<file path="src/rtl/count_event_unit.sv">
// count_event_unit: Wishbone-mapped threshold compare, trigger-driven count
// capture FIFO and user interrupt generation for the user-area counter.
module count_event_unit #(
  parameter int unsigned BITS      = 16,
  parameter int unsigned DEPTH     = 4,
  parameter logic [31:0] BASE_ADDR = 32'h3000_0000
) (
  input  logic            wb_clk_i,
  input  logic            wb_rst_ni,
  input  logic            wbs_stb_i,
  input  logic            wbs_cyc_i,
  input  logic            wbs_we_i,
  input  logic [3:0]      wbs_sel_i,
  input  logic [31:0]     wbs_adr_i,
  input  logic [31:0]     wbs_dat_i,
  output logic            wbs_ack_o,
  output logic [31:0]     wbs_dat_o,
  input  logic [BITS-1:0] count_i,
  input  logic            trig_i,
  output logic [2:0]      irq
);

  localparam int unsigned AW = (DEPTH > 1) ? $clog2(DEPTH) : 1;
  localparam int unsigned LW = $clog2(DEPTH + 1);

  localparam logic [2:0] OFF_CTRL   = 3'd0;
  localparam logic [2:0] OFF_CMP0   = 3'd1;
  localparam logic [2:0] OFF_CMP1   = 3'd2;
  localparam logic [2:0] OFF_STATUS = 3'd3;
  localparam logic [2:0] OFF_FIFO   = 3'd4;
  localparam logic [2:0] OFF_COUNT  = 3'd5;

  logic            ack_r;
  logic [31:0]     dat_r;
  logic [2:0]      irq_r;
  logic [2:0]      ctrl_r;
  logic [BITS-1:0] cmp0_r;
  logic [BITS-1:0] cmp1_r;
  logic            hit0_r;
  logic            hit1_r;
  logic            ovf_r;
  logic            m0_q_r;
  logic            m1_q_r;
  logic            sync1_r;
  logic            sync2_r;
  logic            trig_q_r;
  logic [BITS-1:0] mem_r [DEPTH];
  logic [AW-1:0]   wr_ptr_r;
  logic [AW-1:0]   rd_ptr_r;
  logic [LW-1:0]   level_r;

  logic            req_s;
  logic            acc_s;
  logic            wr_s;
  logic            rd_s;
  logic [2:0]      off_s;
  logic [31:0]     wmask_s;
  logic [31:0]     rdata_s;
  logic [31:0]     level_ext_s;
  logic            m0_s;
  logic            m1_s;
  logic            empty_s;
  logic            full_s;
  logic            pop_s;
  logic            push_s;
  logic            push_ok_s;
  logic            clr0_s;
  logic            clr1_s;
  logic            clr2_s;
  logic            unused_s;

  assign req_s   = wbs_cyc_i & wbs_stb_i & (wbs_adr_i[31:5] == BASE_ADDR[31:5]);
  // Side effects happen only in the cycle that launches an acknowledge.
  assign acc_s   = req_s & ~ack_r;
  assign wr_s    = acc_s & wbs_we_i;
  assign rd_s    = acc_s & ~wbs_we_i;
  assign off_s   = wbs_adr_i[4:2];
  assign wmask_s = {{8{wbs_sel_i[3]}}, {8{wbs_sel_i[2]}}, {8{wbs_sel_i[1]}}, {8{wbs_sel_i[0]}}};

  assign m0_s = ctrl_r[0] & (count_i == cmp0_r);
  assign m1_s = ctrl_r[1] & (count_i == cmp1_r);

  assign empty_s   = (level_r == {LW{1'b0}});
  assign full_s    = (level_r == LW'(DEPTH));
  assign pop_s     = rd_s & (off_s == OFF_FIFO) & ~empty_s;
  assign push_s    = sync2_r & ~trig_q_r & ctrl_r[2];
  // A push into a full FIFO still lands when a pop frees a slot the same cycle.
  assign push_ok_s = push_s & (~full_s | pop_s);

  assign clr0_s = wr_s & (off_s == OFF_STATUS) & wbs_sel_i[0] & wbs_dat_i[0];
  assign clr1_s = wr_s & (off_s == OFF_STATUS) & wbs_sel_i[0] & wbs_dat_i[1];
  assign clr2_s = wr_s & (off_s == OFF_STATUS) & wbs_sel_i[0] & wbs_dat_i[2];

  assign level_ext_s = 32'(level_r);
  assign unused_s    = ^{wbs_adr_i[1:0], wbs_dat_i, wmask_s, level_ext_s};

  assign wbs_ack_o = ack_r;
  assign wbs_dat_o = dat_r;
  assign irq       = irq_r;

  // Read-data multiplexer for the addressed register.
  always_comb begin
    rdata_s = 32'h0000_0000;
    case (off_s)
      OFF_CTRL:   rdata_s[2:0] = ctrl_r;
      OFF_CMP0:   rdata_s[BITS-1:0] = cmp0_r;
      OFF_CMP1:   rdata_s[BITS-1:0] = cmp1_r;
      OFF_STATUS: begin
        rdata_s[0]    = hit0_r;
        rdata_s[1]    = hit1_r;
        rdata_s[2]    = ovf_r;
        rdata_s[3]    = empty_s;
        rdata_s[4]    = full_s;
        rdata_s[11:8] = level_ext_s[3:0];
      end
      OFF_FIFO: begin
        if (!empty_s) begin
          rdata_s[BITS-1:0] = mem_r[rd_ptr_r];
        end else begin
          rdata_s = 32'h0000_0000;
        end
      end
      OFF_COUNT:  rdata_s[BITS-1:0] = count_i;
      default:    rdata_s = 32'h0000_0000;
    endcase
  end

  // Bus handshake: one-cycle ack and registered read data.
  always_ff @(posedge wb_clk_i or negedge wb_rst_ni) begin
    if (!wb_rst_ni) begin
      ack_r <= 1'b0;
      dat_r <= 32'h0000_0000;
    end else begin
      ack_r <= acc_s;
      dat_r <= rd_s ? rdata_s : 32'h0000_0000;
    end
  end

  // Control and threshold registers with byte-lane write enables.
  always_ff @(posedge wb_clk_i or negedge wb_rst_ni) begin
    if (!wb_rst_ni) begin
      ctrl_r <= 3'b000;
      cmp0_r <= {BITS{1'b0}};
      cmp1_r <= {BITS{1'b0}};
    end else if (wr_s) begin
      case (off_s)
        OFF_CTRL: ctrl_r <= (ctrl_r & ~wmask_s[2:0]) | (wbs_dat_i[2:0] & wmask_s[2:0]);
        OFF_CMP0: cmp0_r <= (cmp0_r & ~wmask_s[BITS-1:0]) | (wbs_dat_i[BITS-1:0] & wmask_s[BITS-1:0]);
        OFF_CMP1: cmp1_r <= (cmp1_r & ~wmask_s[BITS-1:0]) | (wbs_dat_i[BITS-1:0] & wmask_s[BITS-1:0]);
        default:  ctrl_r <= ctrl_r;
      endcase
    end
  end

  // Sticky status flags; a new set event beats a simultaneous clear.
  always_ff @(posedge wb_clk_i or negedge wb_rst_ni) begin
    if (!wb_rst_ni) begin
      hit0_r <= 1'b0;
      hit1_r <= 1'b0;
      ovf_r  <= 1'b0;
      m0_q_r <= 1'b0;
      m1_q_r <= 1'b0;
    end else begin
      hit0_r <= (m0_s & ~m0_q_r) | (hit0_r & ~clr0_s);
      hit1_r <= (m1_s & ~m1_q_r) | (hit1_r & ~clr1_s);
      ovf_r  <= (push_s & full_s & ~pop_s) | (ovf_r & ~clr2_s);
      m0_q_r <= m0_s;
      m1_q_r <= m1_s;
    end
  end

  // Two-flop synchroniser plus delayed copy for rising-edge detection.
  always_ff @(posedge wb_clk_i or negedge wb_rst_ni) begin
    if (!wb_rst_ni) begin
      sync1_r  <= 1'b0;
      sync2_r  <= 1'b0;
      trig_q_r <= 1'b0;
    end else begin
      sync1_r  <= trig_i;
      sync2_r  <= sync1_r;
      trig_q_r <= sync2_r;
    end
  end

  // Capture FIFO pointers, occupancy and storage.
  always_ff @(posedge wb_clk_i or negedge wb_rst_ni) begin
    if (!wb_rst_ni) begin
      wr_ptr_r <= {AW{1'b0}};
      rd_ptr_r <= {AW{1'b0}};
      level_r  <= {LW{1'b0}};
      for (int i = 0; i < int'(DEPTH); i++) begin
        mem_r[i] <= {BITS{1'b0}};
      end
    end else begin
      if (push_ok_s) begin
        mem_r[wr_ptr_r] <= count_i;
        wr_ptr_r        <= wr_ptr_r + AW'(1);
      end
      if (pop_s) begin
        rd_ptr_r <= rd_ptr_r + AW'(1);
      end
      case ({push_ok_s, pop_s})
        2'b10:   level_r <= level_r + LW'(1);
        2'b01:   level_r <= level_r - LW'(1);
        default: level_r <= level_r;
      endcase
    end
  end

  // Registered interrupt lines.
  always_ff @(posedge wb_clk_i or negedge wb_rst_ni) begin
    if (!wb_rst_ni) begin
      irq_r <= 3'b000;
    end else begin
      irq_r <= {ovf_r | ~empty_s, hit1_r, hit0_r};
    end
  end

endmodule
</file>
<file path="config.mk">
export PLATFORM = sky130hd
export DESIGN_NAME = count_event_unit
export DESIGN_NICKNAME = d
export VERILOG_FILES = /design/src/rtl/count_event_unit.sv
export SDC_FILE = /design/constraint.sdc
export NUM_CORES = 1
export LEC_CHECK = 0
export CORE_MARGIN = 5
export CORE_UTILIZATION = 45
export DETAILED_ROUTE_END_ITERATION = 7
export MAX_ROUTING_LAYER = met4
export PLACE_DENSITY_LB_ADDON = 0.25
export SYNTH_ARGS = -nofsm -noshare
export SYNTH_HDL_FRONTEND = slang
export SYNTH_SLANG_ARGS = --single-unit
</file>
<file path="constraint.sdc">
create_clock -name wb_clk_i -period 2.3 [get_ports wb_clk_i]
set_input_delay 0.23 -clock wb_clk_i [delete_from_list [all_inputs] [get_ports wb_clk_i]]
set_output_delay 0.23 -clock wb_clk_i [all_outputs]
set_load 0.03 [all_outputs]
</file>
==> impl_metrics.env, run 1 <==
export IMPL_clock_sinks=134
export IMPL_syn_avg_cell_area_sq_um=13.0
export IMPL_final_area_sq_mm=0.00881
export IMPL_initial_utilization_pct=45.2
export IMPL_slew_viol_final=0
export IMPL_hpwl_mm=13.1
export IMPL_antenna_found_initial=1
export IMPL_grt_pass1_vias=4964
export IMPL_hold_ws_ns=0.265
export IMPL_insertion_delay_ns=0.43
export IMPL_drt_iter0_drc=464
export IMPL_grt_setup_unrepaired="true"
export IMPL_gr_usage_met1_pct=28.0
export IMPL_path_buf_inv=2
export IMPL_crit_chain="nor4b_4 -> nand4_1 -> or3_1 -> buf_6 -> a21oi_4 -> buf_12 -> mux2_2"
export IMPL_setup_viol=0
export IMPL_vdd_drop_max_mv=0.515
export IMPL_crit_path_start_kind="flip-flop"
export IMPL_clk_path_buf_depth=2
export IMPL_place_area_sq_mm=0.00809
export IMPL_async_flop_share_pct=100
export IMPL_wl_mm=18.0
export IMPL_cp_arrival_ns=2.56
export IMPL_hold_path_class="primary input to flip-flop"
export IMPL_synth_warnings=0
export IMPL_fmax_mhz=443
export IMPL_syn_inst=523
export IMPL_finalClockSkew_ns=0.00743
export IMPL_route_vias_total=4686
export IMPL_finalPower_uw=5600
export IMPL_rows=45
export IMPL_synth_area_sq_mm=0.00680
export IMPL_layout_cells_non_filler=844
export IMPL_numPortBuffers=89
export IMPL_seq_area_sq_mm=0.00335
export IMPL_dpl_cell_count=807
export IMPL_end_kind="flip-flop"
export IMPL_post_route_cells_drive_above_1_share_pct=34.6
export IMPL_post_route_period_util_pct=98.1
export IMPL_syn_to_final_growth_pct=29.5
export IMPL_power_density_mw_per_mm2=635
export IMPL_worst_slew_pin_slew_ns=0.881
export IMPL_firstDrtPassIters=5
export IMPL_max_cap_violations=0
export IMPL_num_fill_cells=1201
export IMPL_synth_enable_flop_cells=0
export IMPL_use_met2_pct=34.3
export IMPL_netlist_cell_type_count=50
export IMPL_die_y_um=133
export IMPL_die_w_um=133
export IMPL_clk_pin_slew_worst_paths_ns=0.06
export IMPL_numCtsBuffers=17
export IMPL_grt_pass1_wl_mm=28.4
export IMPL_viasPerCell=5.55
export IMPL_slew_headroom_pct=41.0
export IMPL_ys_flop_type="dfrtp_1"
export IMPL_grt_ovfl_total=0
export IMPL_die_area_sq_mm=0.0177
export IMPL_drcViolationCount=0
export IMPL_wire_per_inst_um=21.4
export IMPL_ant_nets=0
export IMPL_gp_congestion=0.879
export IMPL_diodes=0
export IMPL_multi_input_area_sq_mm=0.00322
export IMPL_core_area_sq_mm=0.0150
export IMPL_ios=126
export IMPL_cp_required_ns=2.61
export IMPL_hold_viol_final=0
export IMPL_status="finished, final reports clean"
export IMPL_use_met3_pct=4.71
export IMPL_grt_usage_pct=21.6
export IMPL_path_delay_family="simple AND/OR/NAND/NOR gates"
export IMPL_clockRootBuffer="clkbuf_16"
export IMPL_seq_area_frac_synth_pct=49.3
export IMPL_cts_tree="yes"
export IMPL_min_period_ns=2.26
export IMPL_finalSetupTns_ns=0
export IMPL_max_stage_delay_ns=0.42
export IMPL_path_class="flip-flop to flip-flop"
export IMPL_ys_seq_elements=134
export IMPL_power_leakage_uw=0.00375
export IMPL_top_usage_layer="met2"
export IMPL_cp_max_fo=8
export IMPL_slowest_stage="dfrtp_2"
export IMPL_ctsHtreeMaxLevel=4
export IMPL_nNetsFinal=738
export IMPL_grt_max_degree=58
path summary, 6_finish.rpt:
kind / from / end / slack (ns) / cells past startpoint
setup / recovery: wbs_ack_o / mem_r[29] / 0.04 / 7
hold / removal: trig_i / sync1_r / 0.26 / 1
setup reg to reg: wbs_ack_o / mem_r[29] / 0.04 / 7
hold reg to reg: sync1_r / sync2_r / 0.37 / 0
max in group asynchronous: wb_rst_ni / asynchronous set/reset pin / 1.24 / 3
min in group asynchronous: wb_rst_ni / wbs_dat_o[5] / 0.31 / 2
Yosys cell counts, types with 5 or more instances:
cell,n,share of area (%)
xnor2_1,20,2.6
nand2_1,23,1.3
a222oi_1,9,1.3
a22o_1,11,1.4
nor2_1,24,1.3
nand4_1,6,0.55
mux2_2,106,18
nor3_1,7,0.52
xor2_1,17,2.2
buf_4,17,1.9
a21oi_1,5,0.37
nand3_1,6,0.44
mux4_2,18,6.0
clkbuf_1,28,1.5
buf_6,6,0.99
a22oi_1,5,0.55
nor4_1,8,0.74
inv_1,6,0.33
o21ai_0,5,0.37
dfrtp_1,134,49
what timing repair did:
action / CTS / global route
hold buffers: 1 / 0
pin swaps: 4 / 3
hold endpoints to repair: 31 / 0
buffers inserted: 3 / 0
cloned: 0 / 1
gates resized for setup: 3 / 16
endpoints found under the setup margin: 33 / 72
cells in the final DEF (no fill, tap or decap), types with 5 or more instances in the layout:
cell             Yosys  layout
mux2_2             106      93
mux4_2              18      18
a222oi_1             9       9
nor3_1               7       6
xnor2_1             20      20
nand3_1              6       6
dfrtp_1            134     133
xor2_1              17      17
clkdlybuf4s50_1      0      88
nor4_1               8       8
nand2_1             23      23
conb_1               1      16
a22oi_1              5       5
nor2_1              24      24
buf_4               17      43
clkbuf_16            0      18
a21oi_1              5       5
buf_12               0       6
mux2_4               0      13
nand4_1              6       6
inv_6                1       6
inv_1                6       6
a22o_1              11      11
worst reg2reg max path: stages (launching register included):
cell and delay [ns]:
dfrtp_2 0.42, nor4b_4 0.22, nand4_1 0.16, or3_1 0.42
buf_6 0.16, a21oi_4 0.23, buf_12 0.18, mux2_2 0.35
report_power, final:
group          internal [uW]  switching [uW]
Clock                   1550            1120
Sequential              2420            29.9
Combinational            243             238
Total                   4210            1390
cell families (layout without fill, tap and decap cells):
| family | count (synthesis) | after routing | synth area share [%] |
|---|---|---|---|
| xor gates and xnor gates | 37 | 37 | 4.77 |
| DFF | 134 | 134 | 49.3 |
| other | 1 | 16 | 0.0551 |
| muxes | 126 | 126 | 23.8 |
| buffers and inverters | 62 | 180 | 5.13 |
| and+or+nand+nor | 106 | 106 | 9.33 |
| AOI/OAI and AO/OA | 52 | 52 | 6.57 |
| adders and majority gates | 5 | 5 | 1.03 |
metrics by stage:
| step | setup WS [ns] | util [%] |
|---|---|---|
| detailed placement | -0.347 | 53.8 |
| CTS | 0.00578 | 58.0 |
| finish | 0.0440 | 58.6 |
| global route | -0.0353 | 58.6 |
| floorplan | 0.0105 | - |
| global placement | -0.321 | 53.8 |
routing by layer:
metal  vias up  wire, um
li1       2119         -
met1      2374      7870
met2       169      8880
met3        24      1010
met4         0       276
met5         -         0
cell type report:
cell class	count	area share, %
clock inverters	14	1.61
inverters	7	0.355
clock buffers	18	4.99
flip-flops and latches	134	38.1
multi-input cells	342	36.6
repair buffers	141	15.7
well taps	188	2.67
No activity file was read; power rests on OpenSTA's default activity.
==> inputs of run 2 (changes only) <==
SLEW_MARGIN = 20   (was unset)
==> results of run 2 <==
Final layout, timing and power as in run 1 (identical DEF).
==> inputs of run 3 (changes only) <==
--- a/config.mk
+++ b/config.mk
@@ -9,2 +9,3 @@
 export CORE_UTILIZATION = 45
+export CTS_CLUSTER_DIAMETER = 50
 export DETAILED_ROUTE_END_ITERATION = 7
--- a/constraint.sdc
+++ b/constraint.sdc
@@ -3,2 +3,2 @@
 set_output_delay 0.23 -clock wb_clk_i [all_outputs]
-set_load 0.03 [all_outputs]
+set_load 0.005 [all_outputs]
==> run 3 against run 2 <==
Non-clock buffer count decreased by 4. Combinational power decreased by 2%. Hold slack about the same. Sequential share of layout area decreased by 0.34 points. Fmax decreased by 1.6%. Clock power about the same. Wire length increased by 0.47%. Global-route usage decreased by 0.070 points. Register-to-register slack got worse by 0.04 ns. Die area unchanged. Sequential power about the same. Total power decreased by 0.59%. Highest routed layer unchanged.
==> impl_metrics.env, run 3 (synthesis results as in run 1) <==
export IMPL_status="finished, final reports clean"
export IMPL_combPwrFrac_pct=8.4
export IMPL_dp_slack_ns=-0.425
export IMPL_numPortBuffers=89
export IMPL_switchingPower_uw=1270
export IMPL_die_y_um=133
export IMPL_slowest_stage="dfrtp_1"
export IMPL_viasPerCell=5.70
export IMPL_core_area_sq_mm=0.0150
export IMPL_cp_max_fo=16
export IMPL_max_stage_delay_ns=0.41
export IMPL_die_area_sq_mm=0.0177
export IMPL_whs_path_depth=1
export IMPL_fin_ws_ns=0.00766
export IMPL_max_cap_violations=0
export IMPL_post_route_cells_drive_above_1_share_pct=33.8
export IMPL_drcViolationCount=0
export IMPL_grt_pass1_wl_mm=28.5
export IMPL_cp_required_ns=2.60
export IMPL_intPower_uw=4290
export IMPL_grt_setup_unrepaired="true"
export IMPL_clockRootBuffer="clkbuf_16"
export IMPL_mostFrequentLayoutCells="134 x dfrtp_1, 88 x clkdlybuf4s50_1, 63 x mux2_2"
export IMPL_swShare_pct=22.9
export IMPL_setup_viol=0
export IMPL_power_leakage_uw=0.00381
export IMPL_ios=126
export IMPL_worst_slew_pin_slew_ns=0.800
export IMPL_insertion_delay_ns=0.42
export IMPL_post_route_period_util_pct=99.7
export IMPL_grt_max_degree=51
export IMPL_antenna_found_initial=0
export IMPL_r2r_cells=7
export IMPL_grt_pass1_vias=5021
export IMPL_finalSetupTns_ns=0
export IMPL_cts_tree="yes"
export IMPL_clk_pin_slew_worst_paths_ns=0.05
export IMPL_gp_congestion=0.867
export IMPL_wire_per_inst_um=21.6
export IMPL_route_vias_total=4784
export IMPL_slew_headroom_pct=46.4
export IMPL_hold_ws_ns=0.265
export IMPL_min_period_ns=2.29
export IMPL_crit_chain="nor4b_4 -> nand4_1 -> or3_1 -> buf_6 -> a21oi_4 -> buf_12 -> mux2_2"
export IMPL_power_density_mw_per_mm2=626
export IMPL_final_common_cell="dfrtp_1"
export IMPL_slew_viol_final=0
export IMPL_cp_arrival_ns=2.59
export IMPL_die_w_um=133
export IMPL_crit_path_start_kind="flip-flop"
export IMPL_finalClockSkew_ns=0.00800
export IMPL_numCtsBuffers=17
export IMPL_syn_to_final_growth_pct=30.6
export IMPL_ant_nets=0
export IMPL_end_kind="flip-flop"
export IMPL_num_fill_cells=1194
export IMPL_clkPwrFrac_pct=47.5
export IMPL_layout_cells_non_filler=839
export IMPL_ctsHtreeMaxLevel=4
export IMPL_initial_utilization_pct=45.2
export IMPL_fmax_mhz=436
export IMPL_grt_ovfl_total=0
export IMPL_grt_usage_pct=21.5
export IMPL_path_class="flip-flop to flip-flop"
export IMPL_pwr_share_seq_pct=44.1
export IMPL_finalPower_uw=5560
export IMPL_hold_viol_final=0
export IMPL_hold_path_class="primary input to flip-flop"
export IMPL_firstDrtPassIters=5
export IMPL_wl_mm=18.1
export IMPL_nNetsFinal=734
export IMPL_drt_iter0_drc=389
export IMPL_clk_path_buf_depth=2
export IMPL_diodes=0
export IMPL_clock_sinks=134
export IMPL_rows=45
export IMPL_dpl_cell_count=804
export IMPL_hpwl_mm=13.0
export IMPL_vdd_drop_max_mv=0.495
==> run 3: routing by layer <==
metal  track usage [%]  part of all wire, %  routed length [um]  vias to the layer above
met4              8.03                  2.5                 456                        0
met2              33.4                   48                8710                      197
met3              5.06                  6.3                1140                       36
li1                  -                    -                   -                     2111
met1              27.6                   43                7820                     2440
met5                 -                    0                   0                        -
==> run 3: power groups by stage <==
stage,combinational [uW],clock (uW),sequential (uW)
after floorplan,206,0,2480
after global placement,432,0,2480
after detailed placement,442,0,2490
after CTS,449,2690,2450
after global routing,504,2770,2460
final,469,2640,2450
==> run 3: worst paths after layout <==
| check | endpoint | start | slack [ns] |
|---|---|---|---|
| max | mem_r[16] | wbs_ack_o | 0.008 |
| min | sync1_r | trig_i | 0.26 |
| max reg2reg | mem_r[16] | wbs_ack_o | 0.008 |
| min reg2reg | sync2_r | sync1_r | 0.37 |
| max in group asynchronous | asynchronous set/reset pin | wb_rst_ni | 1.24 |
| min in group asynchronous | wbs_dat_o[15] | wb_rst_ni | 0.37 |
==> run 3: metrics by stage <==
step | instance area [sq um] | util (%)
global placement | 8080 | 53.7
finish | 8880 | 59.1
CTS | 8700 | 57.9
detailed placement | 8080 | 53.7
global route | 8880 | 59.1
floorplan | 6860 | -
==> run 3: critical path: cells and delay by family, from the launching register on <==
kind	cells	cell delay (ns)
muxes	1	0.35
and+or+nand+nor	3	0.87
AOI/OAI and AO/OA	1	0.17
buffers and inverters	2	0.37
DFF	1	0.41
==> run 3: layout make-up <==
type	count	area [sq um]	share of cell area [%]
clock buffers	20	447	5.03
clock inverters	11	126	1.42
inverters	7	31.3	0.352
multi-input cells	342	3330	37.5
flip-flops and latches	134	3350	37.8
well taps	188	235	2.65
repair buffers	137	1360	15.3
==> run 3: timing repair <==
item,4_1_cts,5_1_grt
gates resized for setup,6,42
setup endpoints to repair,99,102
hold buffers,1,0
setup buffers,2,2
hold endpoints to repair,45,0
pin swaps,4,4
